<file path="config.mk">
export PLATFORM = sky130hd
export DESIGN_NAME = instr_encoder_loader
export DESIGN_NICKNAME = d
export VERILOG_FILES = /design/src/rtl/instr_pkg.sv /design/src/rtl/instr_packer.sv /design/src/rtl/instr_encoder_loader.sv
export SDC_FILE = /design/constraint.sdc
export NUM_CORES = 1
export LEC_CHECK = 0
export BUFFER_PORTS_ARGS = -buffer_cell sky130_fd_sc_hd__buf_2
export CAP_MARGIN = 25
export CORE_MARGIN = 3
export CORE_UTILIZATION = 35
export CTS_CLUSTER_SIZE = 40
export DETAILED_ROUTE_END_ITERATION = 16
export GPL_ROUTABILITY_DRIVEN = 0
export GPL_TIMING_DRIVEN = 0
export PLACE_DENSITY = 0.71
export SYNTH_ARGS = -nofsm -noshare
export SYNTH_HDL_FRONTEND = slang
export SYNTH_SLANG_ARGS = --single-unit
</file>
<file path="constraint.sdc">
create_clock -name clk -period 2.9 [get_ports clk]
set_clock_uncertainty 0.2 [all_clocks]
set_input_delay 0 -clock clk [delete_from_list [all_inputs] [get_ports clk]]
set_output_delay 0 -clock clk [all_outputs]
set_load 0.03 [all_outputs]
</file>
<file path="src/rtl/instr_pkg.sv">
// Shared definitions for the instruction encoder/loader: format class codes,
// RV32I opcodes (identical to those decoded by the main controller), forced
// funct3 values, the descriptor payload and the loader FSM states.
package instr_pkg;

  localparam int unsigned CNT_W = 11;

  typedef enum logic [2:0] {
    CLS_R    = 3'd0,
    CLS_I    = 3'd1,
    CLS_JALR = 3'd2,
    CLS_LW   = 3'd3,
    CLS_S    = 3'd4,
    CLS_B    = 3'd5,
    CLS_U    = 3'd6,
    CLS_J    = 3'd7
  } instr_class_e;

  localparam logic [6:0] OPC_OP     = 7'b0110011;
  localparam logic [6:0] OPC_OP_IMM = 7'b0010011;
  localparam logic [6:0] OPC_JALR   = 7'b1100111;
  localparam logic [6:0] OPC_LOAD   = 7'b0000011;
  localparam logic [6:0] OPC_STORE  = 7'b0100011;
  localparam logic [6:0] OPC_BRANCH = 7'b1100011;
  localparam logic [6:0] OPC_LUI    = 7'b0110111;
  localparam logic [6:0] OPC_JAL    = 7'b1101111;

  localparam logic [2:0] F3_LW   = 3'b010;
  localparam logic [2:0] F3_JALR = 3'b000;

  typedef struct packed {
    instr_class_e cls;
    logic [4:0]   rd;
    logic [4:0]   rs1;
    logic [4:0]   rs2;
    logic [2:0]   funct3;
    logic [6:0]   funct7;
    logic [31:0]  imm;
  } instr_desc_t;

  typedef enum logic [1:0] {
    ST_IDLE  = 2'd0,
    ST_LOAD  = 2'd1,
    ST_DRAIN = 2'd2
  } load_state_e;

endpackage

</file>
<file path="src/rtl/instr_packer.sv">
// Combinational descriptor-to-RV32I word encoder.
// Ports: desc_i - decoded instruction descriptor; word_o - packed 32-bit word.
module instr_packer
  import instr_pkg::*;
(
  input  instr_desc_t desc_i,
  output logic [31:0] word_o
);

  always_comb begin
    word_o = '0;
    unique case (desc_i.cls)
      CLS_R:    word_o = {desc_i.funct7, desc_i.rs2, desc_i.rs1, desc_i.funct3,
                          desc_i.rd, OPC_OP};
      CLS_I:    word_o = {desc_i.imm[11:0], desc_i.rs1, desc_i.funct3,
                          desc_i.rd, OPC_OP_IMM};
      CLS_JALR: word_o = {desc_i.imm[11:0], desc_i.rs1, F3_JALR,
                          desc_i.rd, OPC_JALR};
      CLS_LW:   word_o = {desc_i.imm[11:0], desc_i.rs1, F3_LW,
                          desc_i.rd, OPC_LOAD};
      CLS_S:    word_o = {desc_i.imm[11:5], desc_i.rs2, desc_i.rs1, desc_i.funct3,
                          desc_i.imm[4:0], OPC_STORE};
      // Branch/jump offsets are halfword aligned; imm[0] is dropped.
      CLS_B:    word_o = {desc_i.imm[12], desc_i.imm[10:5], desc_i.rs2, desc_i.rs1,
                          desc_i.funct3, desc_i.imm[4:1], desc_i.imm[11], OPC_BRANCH};
      CLS_U:    word_o = {desc_i.imm[31:12], desc_i.rd, OPC_LUI};
      CLS_J:    word_o = {desc_i.imm[20], desc_i.imm[10:1], desc_i.imm[11],
                          desc_i.imm[19:12], desc_i.rd, OPC_JAL};
      default:  word_o = '0;
    endcase
  end

endmodule

</file>
<file path="src/rtl/instr_encoder_loader.sv">
// Packs a stream of instruction descriptors into RV32I words and writes them
// sequentially into instruction memory from a latched base address.
// Ports: clk/rst (sync, active-high); start+base_addr open a session;
// in_* descriptor stream with valid/ready/last; mem_* write port with
// mem_ready backpressure; busy/done/count/err session status.
module instr_encoder_loader
  import instr_pkg::*;
#(
  parameter int unsigned DEPTH = 1024,
  parameter int unsigned AW    = 32
) (
  input  logic              clk,
  input  logic              rst,
  input  logic              start,
  input  logic [AW-1:0]     base_addr,
  input  logic              in_valid,
  output logic              in_ready,
  input  logic              in_last,
  input  logic [2:0]        in_type,
  input  logic [4:0]        in_rd,
  input  logic [4:0]        in_rs1,
  input  logic [4:0]        in_rs2,
  input  logic [2:0]        in_funct3,
  input  logic [6:0]        in_funct7,
  input  logic [31:0]       in_imm,
  output logic              mem_we,
  output logic [AW-1:0]     mem_addr,
  output logic [31:0]       mem_wdata,
  input  logic              mem_ready,
  output logic              busy,
  output logic              done,
  output logic [CNT_W-1:0]  count,
  output logic              err
);

  load_state_e       state_q, state_d;
  logic [AW-1:0]     base_q, base_d;
  logic [CNT_W-1:0]  count_q, count_d;
  logic              err_q, err_d;
  logic              mem_we_q, mem_we_d;
  logic [AW-1:0]     mem_addr_q, mem_addr_d;
  logic [31:0]       mem_wdata_q, mem_wdata_d;
  logic              done_q, done_d;
  logic              busy_q, busy_d;

  instr_desc_t       desc;
  logic [31:0]       packed_word;
  logic              accept;
  logic              handshake;
  logic [CNT_W-1:0]  slot_idx;
  logic              slot_full;

  assign desc = '{cls: instr_class_e'(in_type), rd: in_rd, rs1: in_rs1, rs2: in_rs2,
                  funct3: in_funct3, funct7: in_funct7, imm: in_imm};

  instr_packer u_packer (
    .desc_i (desc),
    .word_o (packed_word)
  );

  // The output stage frees up in the same cycle its pending write is taken.
  assign in_ready  = (state_q == ST_LOAD) && (!mem_we_q || mem_ready);
  assign handshake = in_valid && in_ready;
  assign accept    = mem_we_q && mem_ready;

  // Slot for a new word: a pending write (being accepted now) already owns count_q.
  assign slot_idx  = count_q + CNT_W'(mem_we_q);
  assign slot_full = (slot_idx >= CNT_W'(DEPTH));

  // Next-state, counter and output-stage logic.
  always_comb begin
    state_d     = state_q;
    base_d      = base_q;
    count_d     = count_q;
    err_d       = err_q;
    mem_we_d    = mem_we_q;
    mem_addr_d  = mem_addr_q;
    mem_wdata_d = mem_wdata_q;
    done_d      = 1'b0;

    if (accept) begin
      count_d  = count_q + CNT_W'(1);
      mem_we_d = 1'b0;
    end

    unique case (state_q)
      ST_IDLE: begin
        if (start) begin
          state_d = ST_LOAD;
          count_d = '0;
          err_d   = 1'b0;
          base_d  = base_addr & ~AW'(3);
        end
      end
      ST_LOAD: begin
        if (handshake) begin
          if (slot_full) begin
            err_d = 1'b1;
          end else begin
            mem_we_d    = 1'b1;
            mem_addr_d  = base_q + (AW'(slot_idx) << 2);
            mem_wdata_d = packed_word;
          end
          if (in_last) begin
            state_d = ST_DRAIN;
          end
        end
      end
      ST_DRAIN: begin
        if (!mem_we_q || mem_ready) begin
          state_d = ST_IDLE;
          done_d  = 1'b1;
        end
      end
      default: state_d = ST_IDLE;
    endcase

    busy_d = (state_d != ST_IDLE);
  end

  // State and output registers.
  always_ff @(posedge clk) begin
    if (rst) begin
      state_q     <= ST_IDLE;
      base_q      <= '0;
      count_q     <= '0;
      err_q       <= 1'b0;
      mem_we_q    <= 1'b0;
      mem_addr_q  <= '0;
      mem_wdata_q <= '0;
      done_q      <= 1'b0;
      busy_q      <= 1'b0;
    end else begin
      state_q     <= state_d;
      base_q      <= base_d;
      count_q     <= count_d;
      err_q       <= err_d;
      mem_we_q    <= mem_we_d;
      mem_addr_q  <= mem_addr_d;
      mem_wdata_q <= mem_wdata_d;
      done_q      <= done_d;
      busy_q      <= busy_d;
    end
  end

  assign mem_we    = mem_we_q;
  assign mem_addr  = mem_addr_q;
  assign mem_wdata = mem_wdata_q;
  assign busy      = busy_q;
  assign done      = done_q;
  assign count     = count_q;
  assign err       = err_q;

endmodule

</file>
==> out/qor.csv <==
stage,metric,value,unit
critical_path,"slowest stage delay, CP",0.40,ns
placed_design,PortBufs,171,
layout,fraction of final layout cells sized beyond drive strength 1,0.294,
die,die width,133,um
logic_synthesis,average footprint of a synthesized cell,8.05,sq um
pwr,Pwr Density,425,mW/mm^2
die,Starting Density,0.363,
layout,Util after Layout,0.552,
clock_network,CTS H-tree lvls,3,
clock_network,CTS tree,done,
pwr,Tot Pwr,3.63,mW
critical_path,Crit. End Element,register,
logic_synthesis,Cells after Synth,699,
critical_path,FF-to-FF setup slack,-0.06,ns
timing,Setup Viol. Count Final,12,
logic_synthesis,Async SR Flop Fraction,0,
routing,Pre-Repair DR Iteration Count,7,
critical_path,Worst R2R Start,count[2],
global_route,antenna violations before repair,0,
global_route,vias in the first global route,6034,
routing,drt total wl,20.2,mm
timing,Max Fclk,0.338,GHz
timing,Hold WS,0.0720,ns
routing,DRC Markers,0,
layout,NumNets Final,1117,
timing,Pins Over Slew Limit,0,
hold_path,Hold WC Path Type,primary input to register,
critical_path,CP Launch Type,register,
placed_design,Placed Instance Area,0.00684,sq mm
layout,post-route cell area,0.00854,sq mm
run_status,failing checks,negative setup slack,
clock_network,total CTS buffers,9,
die,die height,133,um
critical_path,sum of buffers and inverters on the critical path,1,
timing,final worst slack,-0.0565,ns
global_route,grt total ovfl,0,
die,CORE AREA,0.0155,sq mm
clock_network,clk slew on worst S/H paths,0.07,ns
critical_path,Reg-to-Reg End,mem_addr[20],
critical_path,crit-path cells,and4_4 -> and2_4 -> nand4_1 -> xnor2_1 -> ha_2 -> buf_6 -> and3_4 -> nand2_4 -> o211a_4 -> nor4_4 -> xnor2_1 -> a211oi_1,
clock_network,Max Buffers Root-to-Sink,2,
global_route,All-Layer GR Usage,0.219,
global_route,largest net degree at the start of global routing,18,
timing,unrepaired setup endpoints after global routing,true,
hold_path,hold endpoint,mem_wdata[2],
logic_synthesis,"EDFF count, synth",0,
logic_synthesis,dominant synthesized flop cell,dfxtp_1,
critical_path,data required time of the worst path,2.92,ns
die,DIE AREA,0.0176,sq mm
routing,Routed Antenna Nets,0,
logic_synthesis,number of synthesized register bits,108,
global_route,global-route wire length before repair,30.9,mm
run_status,outcome,"finished, violations left",
timing,fin crit period,2.96,ns
critical_path,Crit Path Max Fanout,5,
critical_path,Reg2Reg Depth,12,
timing,Tcrit/Tclk final,1.02,
die,Rows,45,
pwr,VDD IR max,314,uV
placed_design,Inst Count DP,1082,
routing,DR vias,6289,
die,IO Pins,178,
hold_path,Hold Path Cell Cnt,4,
clock_network,CTS Root Cell,clkbuf_16,
critical_path,CP max-delay cell,ha_2,
layout,Diodes inserted,0,
layout,Area growth syn-to-layout,51.8,%
timing,worst slew pin tran,0.736,ns
logic_synthesis,register area share after synthesis,0.384,
placed_design,HPWL Detailed,13.8,mm
critical_path,crit-path most repeated cell,xnor2_1,
logic_synthesis,Netlist cell types,65,
logic_synthesis,Synth Warn #,0,
job,Max Cap Viol,0,
critical_path,worst setup path class,register to register,
routing,post-DR wirelength/cell,16.5,um
clock_network,# clock sinks,108,
logic_synthesis,post-synth design cell area,0.00563,sq mm
critical_path,Critical Path AT,2.97,ns
layout,Final Non-Filler Cells,1220,
critical_path,Crit path max-delay family,simple AND/OR/NAND/NOR gates,
pwr,P_leak,3.61,nW
routing,initial drt markers,370,
routing,vias per std cell,5.15,
clock_network,"Clk Latency, worst-skew pair",0.35,ns
hold_path,HP Start,in_type[0],
timing,Max transition margin,0.509,
timing,count of final hold-check violations,0,
## tightest hold or removal path, cell delays in order
cell and delay, ns:
clkbuf_1 0.17, nand2_1 0.18, nand3_1 0.10, a21oi_1 0.14
## Yosys cell counts, types with 4 or more instances
| library cell | instances | share of area |
|---|---|---|
| inv_1 | 14 | 0.0093 |
| nand2_1 | 123 | 0.082 |
| nand4_1 | 12 | 0.013 |
| o22ai_1 | 10 | 0.011 |
| dfxtp_1 | 108 | 0.38 |
| mux2i_1 | 4 | 0.0071 |
| and3_1 | 6 | 0.0067 |
| nor2b_1 | 4 | 0.0044 |
| a21o_1 | 4 | 0.0053 |
| and2_1 | 5 | 0.0056 |
| nor4_2 | 5 | 0.011 |
| nand2b_1 | 12 | 0.013 |
| xor2_1 | 12 | 0.019 |
| o221ai_1 | 7 | 0.011 |
| nor3_1 | 9 | 0.0080 |
| a311oi_1 | 13 | 0.020 |
| clkbuf_1 | 32 | 0.021 |
| nand3_1 | 27 | 0.024 |
| o21ai_0 | 18 | 0.016 |
| xnor2_1 | 27 | 0.042 |
| nor2_1 | 65 | 0.043 |
| a21oi_1 | 68 | 0.060 |
| buf_4 | 5 | 0.0067 |
| ha_1 | 14 | 0.031 |
| a211oi_1 | 17 | 0.023 |
| buf_2 | 10 | 0.0089 |
| or3_1 | 13 | 0.014 |
## cell families after synthesis
kind of cell             after synthesis  synth area share
AO/OA/AOI/OAI                        164             0.195
XOR/XNOR                              40            0.0656
adder cells (fa/ha/maj)               15            0.0347
buffers and inverters                 63            0.0503
flip-flops                           108             0.384
multiplexers                           5            0.0111
other                                  1          0.000666
AND/OR/NAND/NOR                      303             0.258
## repair_timing
item,4_1_cts,5_1_grt
cloned,1,0
hold buffers,92,0
endpoints found under the hold margin,67,0
setup endpoints to repair,19,31
setup buffers,24,9
gates resized for setup,28,19
pin swaps,26,26
## sequential cells by signal, indices dropped and copies added, names as in the netlist
| name | count |
|---|---|
| err | 1 |
| busy | 1 |
| base_q | 30 |
| state_q | 2 |
| count | 11 |
| mem_wdata | 31 |
| done | 1 |
| mem_we | 1 |
| mem_addr | 30 |
## cell type report
type	instances	area, sq um
fillers	1399	6940
flip-flops and latches	108	2190
well taps	211	264
inverters	14	52.6
clock buffers	10	250
multi-input cells	529	3410
plain buffers	45	223
repair buffers	297	2090
clock inverters	6	58.8
## cells in the final DEF, fill, tap and decap left out, drive strengths merged, types with 13 or more instances in the layout
master,Yosys,routed
o21ai,20,20
dfxtp,108,108
nand3,27,27
a311oi,14,14
dlygate4sd3,0,92
nor2,65,65
a211oi,19,19
buf,17,218
xnor2,28,28
nand2,125,125
a21oi,69,69
clkbuf,32,42
nand4,13,13
or3,13,13
inv,14,15
ha,14,14
## power breakdown
part / total [mW] / internal [mW] / leakage [nW] / switching [mW]
sequential: 1.61 / 1.55 / 0.889 / 0.0551
combinational: 0.724 / 0.305 / 2.56 / 0.419
clock: 1.30 / 0.720 / 0.158 / 0.578
total: 3.63 / 2.58 / 3.61 / 1.05
## stage by stage
| stage | setup TNS, ns | setup slack, ns |
|---|---|---|
| 2_1_floorplan | -1.88 | -0.207 |
| 3_5_place_dp | -6.54 | -0.586 |
| 3_3_place_gp | -5.64 | -0.537 |
| 6_report | -0.315 | -0.0565 |
| 4_1_cts | -0.225 | -0.0472 |
| 5_1_grt | -2.04 | -0.157 |
## layer usage
layer / routed length (um) / vias up / track usage
met5: 0 / - / 0
met4: 464 / 0 / 0.0652
met3: 1020 / 45 / 0.0426
met2: 10200 / 240 / 0.400
met1: 8540 / 2935 / 0.259
li1: - / 3069 / -
## how the worst max path moves through the flow
stage | start | to | slack (ns) | depth (start not counted)
floorplan | count[1] | mem_addr[17] | -0.21 | 12
global placement | count[1] | mem_addr[27] | -0.54 | 12
detailed placement | count[1] | mem_addr[27] | -0.59 | 12
CTS | count[2] | mem_addr[24] | -0.05 | 12
global route | count[3] | mem_addr[24] | -0.16 | 12
finish | count[2] | mem_addr[20] | -0.06 | 12
Power figures use the tool's default switching activity.
